--- src/rtl/jtag_scan_ctrl.sv ---
// rtl/jtag_scan_ctrl.sv - command-driven JTAG TAP master (TCK/TMS/TDI/TDO scan engine)
// Optional statistics outputs (scan_cnt_o, err_cnt_o) enabled by JTAG_SCAN_STATS_EN.
module jtag_scan_ctrl #(
  parameter int CLK_DIV = 4,
  parameter int MAX_LEN = 64
) (
  input  logic               clk_i,
  input  logic               nrst_i,
  input  logic               cmd_valid_i,
  output logic               cmd_ready_o,
  input  logic [1:0]         cmd_op_i,
  input  logic [6:0]         cmd_len_i,
  input  logic [MAX_LEN-1:0] cmd_data_i,
  output logic               rsp_valid_o,
  input  logic               rsp_ready_i,
  output logic [MAX_LEN-1:0] rsp_data_o,
  output logic               rsp_err_o,
  output logic               tck_o,
  output logic               tms_o,
  output logic               tdi_o,
`ifdef JTAG_SCAN_STATS_EN
  output logic [31:0]        scan_cnt_o,
  output logic [15:0]        err_cnt_o,
`endif
  input  logic               tdo_i
);

  typedef enum logic [1:0] {ST_IDLE, ST_LOW, ST_HIGH, ST_RESP} state_e;

  localparam logic [1:0] OP_RESET = 2'd0;
  localparam logic [1:0] OP_IR    = 2'd1;
  localparam logic [1:0] OP_DR    = 2'd2;
  localparam logic [1:0] OP_IDLE  = 2'd3;

  localparam logic [7:0]         DIV_LAST  = 8'(CLK_DIV - 1);
  localparam logic [7:0]         MAX_LEN_C = 8'(MAX_LEN);
  localparam logic [MAX_LEN-1:0] ONE       = {{(MAX_LEN-1){1'b0}}, 1'b1};

  state_e             state_q, state_d;
  logic [7:0]         div_q;
  logic [7:0]         idx_q;
  logic [7:0]         ntck_q;
  logic [7:0]         k_q;
  logic [1:0]         op_q;
  logic [6:0]         len_q;
  logic [MAX_LEN-1:0] sr_q;
  logic [MAX_LEN-1:0] cap_q;
  logic               shift_q;
  logic               tms_q;
  logic               tdi_q;
  logic               err_q;
  logic               synced_q;

  logic [7:0] cmd_len8;
  logic [7:0] cmd_ntck;
  logic       is_scan;
  logic       reject;
  logic       empty;
  logic       accept;
  logic       div_done;
  logic       last_tck;
  logic [1:0] ctl_first;
  logic [1:0] ctl_next;

  // Returns {shift_bit, tms} for TCK number i of a command, TAP starting in Run-Test/Idle.
  function automatic logic [1:0] bit_ctl(input logic [1:0] op, input logic [7:0] len,
                                         input logic [7:0] i);
    logic [7:0] pre;
    logic       sh;
    logic       tms;
    pre = (op == OP_IR) ? 8'd4 : 8'd3;
    sh  = 1'b0;
    tms = 1'b0;
    case (op)
      OP_RESET: tms = (i < 8'd5);
      OP_IDLE:  tms = 1'b0;
      default: begin
        if (i < pre) begin
          tms = (op == OP_IR) ? (i < 8'd2) : (i == 8'd0);
        end else if (i < pre + len) begin
          sh  = 1'b1;
          tms = (i == pre + len - 8'd1);
        end else begin
          tms = (i == pre + len);
        end
      end
    endcase
    return {sh, tms};
  endfunction

  assign cmd_len8  = {1'b0, cmd_len_i};
  assign is_scan   = (cmd_op_i == OP_IR) || (cmd_op_i == OP_DR);
  assign reject    = is_scan && (!synced_q || (cmd_len_i == 7'd0) || (cmd_len8 > MAX_LEN_C));
  assign empty     = (cmd_op_i == OP_IDLE) && (cmd_len_i == 7'd0);
  assign accept    = (state_q == ST_IDLE) && cmd_valid_i;
  assign div_done  = (div_q == DIV_LAST);
  assign last_tck  = (idx_q == ntck_q - 8'd1);
  assign ctl_first = bit_ctl(cmd_op_i, cmd_len8, 8'd0);
  assign ctl_next  = bit_ctl(op_q, {1'b0, len_q}, idx_q + 8'd1);

  always_comb begin
    cmd_ntck = cmd_len8;
    case (cmd_op_i)
      OP_RESET: cmd_ntck = 8'd6;
      OP_IR:    cmd_ntck = 8'd6 + cmd_len8;
      OP_DR:    cmd_ntck = 8'd5 + cmd_len8;
      default:  cmd_ntck = cmd_len8;
    endcase
  end

  always_ff @(posedge clk_i) begin
    if (!nrst_i) begin
      state_q <= ST_IDLE;
    end else begin
      state_q <= state_d;
    end
  end

  always_comb begin
    state_d = state_q;
    case (state_q)
      ST_IDLE: begin
        if (cmd_valid_i) state_d = (reject || empty) ? ST_RESP : ST_LOW;
      end
      ST_LOW: begin
        if (div_done) state_d = ST_HIGH;
      end
      ST_HIGH: begin
        if (div_done) state_d = last_tck ? ST_RESP : ST_LOW;
      end
      ST_RESP: begin
        if (rsp_ready_i) state_d = ST_IDLE;
      end
      default: state_d = ST_IDLE;
    endcase
  end

  always_comb begin
    cmd_ready_o = (state_q == ST_IDLE);
    rsp_valid_o = (state_q == ST_RESP);
    tck_o       = (state_q == ST_HIGH);
    tms_o       = tms_q;
    tdi_o       = tdi_q;
    rsp_data_o  = cap_q;
    rsp_err_o   = err_q;
  end

  always_ff @(posedge clk_i) begin
    if (!nrst_i) begin
      div_q    <= 8'd0;
      idx_q    <= 8'd0;
      ntck_q   <= 8'd0;
      k_q      <= 8'd0;
      op_q     <= OP_RESET;
      len_q    <= 7'd0;
      sr_q     <= '0;
      cap_q    <= '0;
      shift_q  <= 1'b0;
      tms_q    <= 1'b1;
      tdi_q    <= 1'b0;
      err_q    <= 1'b0;
      synced_q <= 1'b0;
    end else begin
      if ((state_q == ST_LOW) || (state_q == ST_HIGH)) begin
        div_q <= div_done ? 8'd0 : div_q + 8'd1;
      end else begin
        div_q <= 8'd0;
      end

      if (accept) begin
        op_q   <= cmd_op_i;
        len_q  <= cmd_len_i;
        ntck_q <= cmd_ntck;
        sr_q   <= cmd_data_i;
        cap_q  <= '0;
        err_q  <= reject;
        idx_q  <= 8'd0;
        k_q    <= 8'd0;
        if (!(reject || empty)) begin
          tms_q   <= ctl_first[0];
          shift_q <= ctl_first[1];
          tdi_q   <= 1'b0;
        end
      end

      // TDO is stable across the high phase; take it on the first high cycle.
      if ((state_q == ST_HIGH) && (div_q == 8'd0) && shift_q) begin
        cap_q <= cap_q | (ONE << k_q);
        if (!tdo_i) cap_q <= cap_q;
        k_q   <= k_q + 8'd1;
      end

      if ((state_q == ST_HIGH) && div_done) begin
        if (last_tck) begin
          shift_q <= 1'b0;
          tdi_q   <= 1'b0;
          if (op_q == OP_RESET) synced_q <= 1'b1;
        end else begin
          idx_q   <= idx_q + 8'd1;
          tms_q   <= ctl_next[0];
          shift_q <= ctl_next[1];
          tdi_q   <= ctl_next[1] & sr_q[0];
          if (ctl_next[1]) sr_q <= sr_q >> 1;
        end
      end
    end
  end

`ifdef JTAG_SCAN_STATS_EN
  logic [31:0] scan_cnt_q;
  logic [15:0] err_cnt_q;

  always_ff @(posedge clk_i) begin
    if (!nrst_i) begin
      scan_cnt_q <= 32'd0;
      err_cnt_q  <= 16'd0;
    end else if ((state_q == ST_RESP) && rsp_ready_i) begin
      if (err_q) begin
        err_cnt_q <= err_cnt_q + 16'd1;
      end else if ((op_q == OP_IR) || (op_q == OP_DR)) begin
        scan_cnt_q <= scan_cnt_q + 32'd1;
      end
    end
  end

  assign scan_cnt_o = scan_cnt_q;
  assign err_cnt_o  = err_cnt_q;
`endif

endmodule

--- config.mk ---
export PLATFORM = sky130hd
export DESIGN_NAME = jtag_scan_ctrl
export DESIGN_NICKNAME = d
export VERILOG_FILES = /design/src/rtl/jtag_scan_ctrl.sv
export SDC_FILE = /design/constraint.sdc
export NUM_CORES = 1
export LEC_CHECK = 0
export ABC_AREA = 1
export CORE_ASPECT_RATIO = 0.75
export CORE_MARGIN = 2
export CORE_UTILIZATION = 54
export DETAILED_ROUTE_END_ITERATION = 10
export HOLD_SLACK_MARGIN = 0.06
export PLACE_DENSITY = 0.81
export SLEW_MARGIN = 5
export SYNTH_ARGS = -nofsm -noshare
export SYNTH_HDL_FRONTEND = slang
export SYNTH_SLANG_ARGS = --single-unit
--- constraint.sdc ---
create_clock -name clk_i -period 4.07 [get_ports clk_i]
set_input_delay 0.407 -clock clk_i [delete_from_list [all_inputs] [get_ports clk_i]]
set_output_delay 0.407 -clock clk_i [all_outputs]
set_load 0.01 [all_outputs]
# [Word-level counts from Yosys, hierarchy flattened]
# Cells that the tools add are included.
[word_totals] register_bits=176 latchBits=0 mem_bits_rw=0 rom_bits=0 output_inout_bits=70 elab_cells=130 n_memories=0
[classes] add_sub_neg=10 n_mul=0 n_div=0 order_cmp=7 n_eq_ne=18 shifts=1 mux=47 bitwise=4 n_reduce_logical=29
[ops] op="$mux W64" count=7
[ops] op="$or A64 B64 Y64" count=1
[ops] op="$shl A1 B8 Y64 const A" count=1
[ops] op="$mux W8" count=5
[ops] op="$logic_not A8 Y1" count=4
[ops] op="$add A8 B1 Y8 const B" count=3
[ops] op="$eq A8 B8 Y1" count=3
[ops] op="$pmux W8 S3" count=1
[ops] op="$sub A8 B1 Y8 const B" count=3
[ops] op="$mux W1" count=23
[ops] op="$add A3 B7 Y8" count=2
[ops] op="$add A3 B7 Y8 const A" count=2
[ops] op="$mux W2" count=6
[ops] op="$eq A2 B2 Y1 const B" count=5
[ops] op="$eq A8 B2 Y1 const B" count=1
[ops] op="$lt A1 B8 Y1 const A" count=1
[ops] op="$lt A8 B2 Y1 const B" count=1
[ops] op="$lt A8 B3 Y1" count=1
[ops] op="$lt A8 B3 Y1 const B" count=1
[ops] op="$lt A8 B8 Y1" count=1
[ops] op="$pmux W2 S4" count=1
[ops] op="$gt A7 B7 Y1 const B" count=1
[ops] op="$logic_not A7 Y1" count=1
[ops] op="$eq A2 B1 Y1 const B" count=3
[ops] op="other kinds (17)" count=38

# [Longest topological paths before layout]
# Gate-level depths: netlist (run 1).
[logic_depth] ltp_word=12 ltp_mapped=25 depth_no_buf=23

# [Worst setup path before layout (run 1)]
# OpenSTA, ideal clock, no wires.
[synth_path] path_kind="flip-flop to flip-flop" from="reg op_q[1]" to="reg sr_q[0]" setup_ns=0.116 arrival_time_ns=2.713 required_ns=3.954 slack_ns=1.241 stages_incl_launch_ff=24 path_cell_list="dfxtp_1 inv_1 ha_1 inv_2 ha_1 ha_1 inv_1 nand2_1 nand2_2 nand2_1 ha_1 nand2_1 nor2_1 nor3_1 inv_1 nand3_2 nand3_2 nor2_2 buf_6 inv_4 buf_12 buf_12 nor2_2 nor2_1"
[synth_via] elab_chain_len=10 elab_cells_between_ends=14 cone_classes="add/sub: 1; order compare: 2; eq/ne: 2; mux: 7; reduce/logical: 2"
[synth_lines] element="start, declared" line="44" source="logic [1:0] op_q;"
[synth_lines] element="start signal, assigned" line="171" source="op_q <= cmd_op_i;"
[synth_lines] element="$eq A2 B1 Y1" line="71" source="pre = (op == OP_IR) ? 8'd4 : 8'd3;"
[synth_lines] element="$mux W3" line="71"
[synth_lines] element="$add A3 B7 Y8" line="80" source="end else if (i < pre + len) begin"
[synth_lines] element="$lt A8 B8 Y1" line="80"
[synth_lines] element="$mux W1" line="80"
[synth_lines] element="$mux W1" line="78" source="if (i < pre) begin"
[synth_lines] element="$mux W1 *" line="74" source="case (op)"
[synth_lines] element="$mux W64 *" line="203" source="if (ctl_next[1]) sr_q <= sr_q >> 1;"
[synth_lines] element="$mux W64 *" line="194" source="if (last_tck) begin"
[synth_lines] element="$mux W64 *" line="193" source="if ((state_q == ST_HIGH) && div_done) begin"
[synth_lines] element="end signal, assigned" line="174" source="sr_q <= cmd_data_i;"
[synth_lines] element="end signal, assigned" line="203"
[synth_lines] element="end, declared" line="46" source="logic [MAX_LEN-1:0] sr_q;"
# Mark *: on every way between the ends. The rest lies on a longest branch, timed or not.
# A chain may end at the register's enable or synchronous reset.

# [Final worst setup path (run 1)]
[layout_path] from="reg op_q[1]" to="reg sr_q[59]"
# Same word-level chain as after synthesis.

==> results of run 1 <==
-- flip-flops by register name, summed over array words and instances, names as in the netlist --
signal / flops
op_q: 2
rsp_data_o: 64
shift_q: 1
len_q: 7
idx_q: 8
sr_q: 64
div_q: 8
ntck_q: 8
state_q: 2
synced_q: 1
rsp_err_o: 1
tdi_o: 1
k_q: 8
tms_o: 1
-- final cells by class --
type	instances	area [um^2]
Sequential cell	176	3520
Inverter	129	487
Clock buffer	20	467
Fill cell	1440	5500
Multi-Input combinational cell	961	4740
Clock inverter	11	129
Timing Repair Buffer	158	1560
Tap cell	215	269
-- per-stage QoR --
step / hold WS [ns] / worst slack, ns / util, % / cell area (um^2)
floorplan: 0.430 / 1.24 / - / 9090
global placement: 0.438 / 0.907 / 63.4 / 10600
detailed placement: 0.443 / 0.773 / 63.4 / 10600
CTS: 0.426 / 0.733 / 67.0 / 11200
global route: 0.457 / 0.306 / 67.0 / 11200
finish: 0.444 / 0.728 / 67.0 / 11200
-- placed cells by master (no fill, tap or decap), types with 4 or more instances in the layout --
master	instances
clkdlybuf4s50_1	146
dfxtp_1	176
xnor2_1	8
nand2_2	6
a211oi_1	7
nand4_1	8
nand3_1	46
xor2_1	8
nand3_2	7
inv_2	4
a21oi_1	109
inv_1	122
nor2_1	191
nor4_1	4
nor3_1	27
nor2_2	53
o21ai_0	96
ha_1	33
clkbuf_16	17
buf_4	10
nand2_1	322
-- synth_stat cells (2+ instances only) --
| cell | number | share of area [%] |
|---|---|---|
| nand2_1 | 324 | 13 |
| nor2_1 | 191 | 7.9 |
| dfxtp_1 | 176 | 39 |
| inv_1 | 123 | 5.1 |
| a21oi_1 | 109 | 6.0 |
| o21ai_0 | 96 | 5.3 |
| nor2_2 | 54 | 3.7 |
| clkbuf_1 | 49 | 2.0 |
| nand3_1 | 46 | 2.5 |
| ha_1 | 33 | 4.5 |
| nor3_1 | 29 | 1.6 |
| nand4_1 | 8 | 0.55 |
| xnor2_1 | 8 | 0.77 |
| xor2_1 | 8 | 0.77 |
| a211oi_1 | 7 | 0.58 |
| buf_2 | 7 | 0.39 |
| nand3_2 | 7 | 0.77 |
| buf_12 | 6 | 1.3 |
| nand2_2 | 4 | 0.28 |
| nor4_1 | 4 | 0.28 |
| a31oi_1 | 3 | 0.21 |
| inv_2 | 3 | 0.12 |
| nor3b_1 | 3 | 0.25 |
| o211ai_1 | 3 | 0.25 |
| or2_2 | 3 | 0.21 |
| a221oi_1 | 2 | 0.19 |
| clkinv_1 | 2 | 0.083 |
| o2111ai_1 | 2 | 0.19 |
| o221ai_1 | 2 | 0.19 |
| o22ai_1 | 2 | 0.14 |
| o31ai_1 | 2 | 0.17 |
| or2_1 | 2 | 0.14 |
-- kinds of logic (layout without fill, tap and decap cells) --
family | after synthesis | after routing
AND/OR/NAND/NOR | 678 | 678
flip-flops | 176 | 176
adder cells (fa/ha/maj) | 33 | 33
AO/OA/AOI/OAI | 233 | 233
XOR/XNOR | 17 | 17
buffers and inverters | 194 | 318
-- power by group through the flow --
| stage | Clock [mW] | Combinational (mW) | Sequential, mW |
|---|---|---|---|
| 2_1_floorplan | 0 | 1.06 | 2.05 |
| 3_3_place_gp | 0 | 1.39 | 2.07 |
| 3_5_place_dp | 0 | 1.42 | 2.08 |
| 4_1_cts | 1.67 | 1.43 | 2.04 |
| 5_1_grt | 1.73 | 1.65 | 2.07 |
| 6_report | 1.65 | 1.44 | 2.05 |
-- per-layer routing --
layer	up-vias	share of wire [%]	global-route usage, %
met1	3936	50	37.0
met5	-	0	0
met3	22	6.1	5.08
li1	4471	-	-
met4	0	1.1	6.36
met2	257	43	38.9
-- worst paths after layout --
path | from | to | slack [ns] | cells after the start
worst min-delay path | nrst_i | synced_q$_SDFFE_PN0P_ | 0.44 | 2
worst min register to register | rsp_data_o[44]$_SDFFE_PN0P_ | rsp_data_o[44]$_SDFFE_PN0P_ | 0.45 | 2
worst max-delay path | op_q[1]$_SDFFE_PN0P_ | sr_q[59]$_SDFF_PN0_ | 0.73 | 20
worst max register to register | op_q[1]$_SDFFE_PN0P_ | sr_q[59]$_SDFF_PN0_ | 0.73 | 20
==> flow_summary.ini, run 1 <==
[run_status]
status = finished, final reports clean

[yosys]
synthArstFlopShare_pct = 0
yosysWarnings = 0
syn_nets = 1442
synth_edf_count = 0
ys_seq_area_share_pct = 38.8
synthFlopType = dfxtp_1
synth-simple-area-share_pct = 31.9
synthXorXnorAreaFrac_pct = 1.79
synth_mux_area_share_pct = 0
syn-cell-area_um2 = 9090
synth_top_family_by_area = simple AND/OR/NAND/NOR gates
synth_cell_type_count = 45
ys_ff_latch = 176
synthCells = 1331
synth-adder-area-share_pct = 4.54
syn_area_per_cell_um2 = 6.83
synth_compound_area_share_pct = 13.7

[setup_path]
path_buf_inv = 5
arrival_ns = 3.70
critPathTopFamily = adder cells
crit_type = reg2reg
cpPeakStageDelay_ns = 0.49
critPathLaunchType = register
crit_path_end_kind = register
crit_slowest_cell = buf_4
worst-path-max-fanout = 64
required_ns = 4.43
cp_common_cell = ha_1
crit_chain = inv_1 -> ha_1 -> inv_2 -> ha_1 -> ha_1 -> inv_1 -> nand2_1 -> nand2_2 -> nand2_1 -> ha_1 -> nand2_1 -> nor2_1 -> nor3_1 -> inv_1 -> nand3_2 -> nand3_2 -> nor2_4 -> buf_4 -> o21ai_0 -> nor2_1

[placed_design]
hpwl_um = 15700
gp_congestion = 0.921
dp.cells = 1639
portBuffers = 147

[pwr]
cellLeakagePower_nw = 4.84
swShare_pct = 33.8
p_per_area_nw_per_um2 = 459
p_int_mw = 3.40
ir_worst_vdd_v = 0.000300
clock_power_share_pct = 32.1
combPwrFrac_pct = 28.0
p_switching_mw = 1.74
p_seq_share_pct = 39.9
total_power_mw = 5.13

[sta]
worst_slew_pin_slew_ns = 1.17
finalClockSkew_ns = 0.00793
period_share_pct = 82.1
fmax_ghz = 0.299
setup_viol = 0
slew_headroom_pct = 21.9
fin_crit_ns = 3.34
hold_violations = 0
finalMaxSlewViolations = 0
fin_tns_setup_ns = 0
rsz0062_at_grt = false

[die]
die_w_um = 154
die-area_um2 = 17900
ioPinCount = 148
start_util_pct = 54.5
dieHeight_um = 116
num_rows = 41
core-area_um2 = 16700

[final_layout]
areaGrowthSynthToFinish_pct = 22.9
antenna_cells = 0
drive_gt1_share_pct = 8.45
instances_no_fill = 1670
nets = 1554

[global_routing]
grt_overflow_total = 0
grt_max_degree = 83
grt_use_total_pct = 25.4
antenna_found_initial = 0
grt_pass1_vias = 7821
grt_first_pass_wirelength_um = 37200

[clocking]
cts_tree = done
clockBufferDepth = 2
cts_setup_buffers = 0
htree_levels = 4
clock-root-buffer = clkbuf_16
cts_buffers = 17
cts_hold_buf = 0
worstSkewPairLatency_ns = 0.43
clk_pin_slew_ns = 0.07
cts.repair.resized = 0
clkSinkCount = 176

[flow_run]
drv_cap = 0

[routing]
ant_nets = 0
routed_via_density = 5.20
drc = 0
first_iter_violations = 646
detail_route.first_pass.iterations = 6
routedWlPerCell_um = 13.5
num_vias = 8686
drt-total-wl_um = 22500

[worst_hold_path]
min_path_type = in2reg
No activity file was read; power rests on OpenSTA's default activity.
==> run 2, diff against run 1 <==
- CORE_UTILIZATION: 54 -> 49
- PLACE_DENSITY: 0.81 -> 0.77
- clock period: 4.07 -> 2.7 ns (I/O delays scaled with it)
==> run 2 against run 1 <==
The run now ends with setup timing left; clock power grew 50%; largest power group unchanged; register-to-register slack lost 0.85 ns; critical path type unchanged; non-clock buffer count grew 41; via count grew 4.6%; flip-flop and latch count is the same; core utilization shrank 1.5 points; highest routed layer unchanged.
==> flow_summary.ini, run 2 (same netlist as run 1, synthesis figures left out) <==
[run_status]
status = finished with violations
violations = setup timing

[setup_path]
worst-path-max-fanout = 10
critPathLaunchType = register
r2r_slack_ns = -0.12
arrival_ns = 3.14
crit_path_end_kind = register
crit_type = reg2reg
required_ns = 3.02

[final_layout]
antenna_cells = 0
final_cell_mix = nand2_1 (310), nor2_1 (178), dfxtp_1 (172), clkdlybuf4s50_1 (146), inv_1 (117)
areaGrowthSynthToFinish_pct = 32.3
drive_gt1_share_pct = 14.1
fill_cells = 1515
final_common_cell = nand2_1
ff_latch_area_um2 = 3530
nets = 1595
final_core_utilization_pct = 65.5
multi_input_area_um2 = 4980

[worst_hold_path]
min_path_type = in2reg

[sta]
rsz0062_at_grt = true
hold_violations = 0
layout_setup_ws_ns = -0.122
fin_tns_setup_ns = -4.99
period_share_pct = 105
finalClockSkew_ns = 0.00924
worst_slew_pin_slew_ns = 0.636
fin_crit_ns = 2.82
slew_headroom_pct = 57.3
fmax_ghz = 0.354
finalMaxSlewViolations = 0
setup_viol = 67

[clocking]
worstSkewPairLatency_ns = 0.43
cts_tree = done
cts_buffers = 17
htree_levels = 4
clkSinkCount = 176
clockBufferDepth = 2
clk_pin_slew_ns = 0.07
clock-root-buffer = clkbuf_16
cts_hold_buf = 0

[pwr]
total_power_mw = 8.13
ir_worst_vdd_v = 0.000430
p_per_area_nw_per_um2 = 676
cellLeakagePower_nw = 5.15

[die]
ioPinCount = 148
start_util_pct = 49.5
core-area_um2 = 18300
die_w_um = 161
num_rows = 43
dieHeight_um = 122
die-area_um2 = 19700

[routing]
drc = 0
first_iter_violations = 764
num_vias = 9088
ant_nets = 0
routed_via_density = 5.21
drt-total-wl_um = 25200
routedWlPerCell_um = 14.5
detail_route.first_pass.iterations = 5

[placed_design]
gp_congestion = 0.876
post-place-ws_ns = -0.0573
hpwl_um = 16500
portBuffers = 147

[global_routing]
grt_overflow_total = 0
antenna_found_initial = 0
grt_first_pass_wirelength_um = 38700
grt_max_degree = 83
grt_use_total_pct = 24.2
grt_pass1_vias = 8182

[flow_run]
drv_cap = 0
[run 2: cell count changes in the layout (fill, tap and decap cells not counted), moves of 6 or more]
cell,previous run,this run
nand2_4,1,7
nand2_2,6,12
o21ai_1,0,6
buf_4,10,30
ha_4,0,7
nor2_2,53,61
o21ai_0,96,89
nand2_1,322,310
clkbuf_16,17,23
ha_1,33,25
buf_6,0,6
nor2_1,191,178
[run 2: path summary, 6_finish.rpt]
path	start	depth (start not counted)	endpoint
hold reg to reg	rsp_data_o[58]$_SDFFE_PN0P_	2	rsp_data_o[58]$_SDFFE_PN0P_
hold / removal	nrst_i	2	k_q[4]$_SDFFE_PN0P_
setup / recovery	op_q[1]$_SDFFE_PN0P_	23	sr_q[61]$_SDFF_PN0_
setup reg to reg	op_q[1]$_SDFFE_PN0P_	23	sr_q[61]$_SDFF_PN0_
[run 2: routing by layer]
metal	vias up	share of wire, %	GRT usage [%]
met2	331	44	37.8
met5	-	0	0
met3	30	6.5	4.39
met1	4169	47	34.7
met4	0	1.6	5.92
li1	4558	-	-
[run 2: critical path, cell delays in order (launching register included)]
cell,delay (ns)
dfxtp_2,0.32
inv_2,0.08
ha_4,0.16
inv_4,0.05
ha_4,0.17
ha_4,0.15
inv_2,0.06
nand2_4,0.07
inv_2,0.05
nand2_2,0.05
nand2_2,0.08
ha_4,0.20
nand2_2,0.06
nor2_2,0.04
nor3_2,0.19
inv_1,0.09
nand3_2,0.09
nand3_2,0.10
nor2_4,0.19
buf_6,0.14
inv_8,0.06
clkbuf_16,0.17
nor2_2,0.09
nor2_1,0.06
[run 2: repair_timing]
item                                    CTS  global route
setup buffers                             2             6
pin swaps                                 7            11
resized for setup                        30            49
endpoints found under the setup margin   66            68
gates cloned                              2             9
[run 2: report_power, final]
| part | total, mW | switching (mW) | internal, mW |
|---|---|---|---|
| combinational | 2.55 | 1.52 | 1.03 |
| clock | 2.47 | 1.09 | 1.38 |
| sequential | 3.11 | 0.236 | 2.88 |
[run 2: through the flow]
stage	hold WS (ns)	instances	area (um^2)
floorplan	0.422	1331	9100
global placement	0.439	1694	10900
detailed placement	0.442	1694	10900
CTS	0.123	1729	11700
global route	0.122	1743	12000
finish	0.131	1743	12000
[run 2: layout make-up]
class                           instances  share of cell area [%]
Clock buffer                           18                    3.57
Clock inverter                         13                    1.26
Inverter                              129                    4.13
Multi-Input combinational cell        961                    41.4
Sequential cell                       176                    29.4
Tap cell                              247                    2.57
Timing Repair Buffer                  199                    17.7
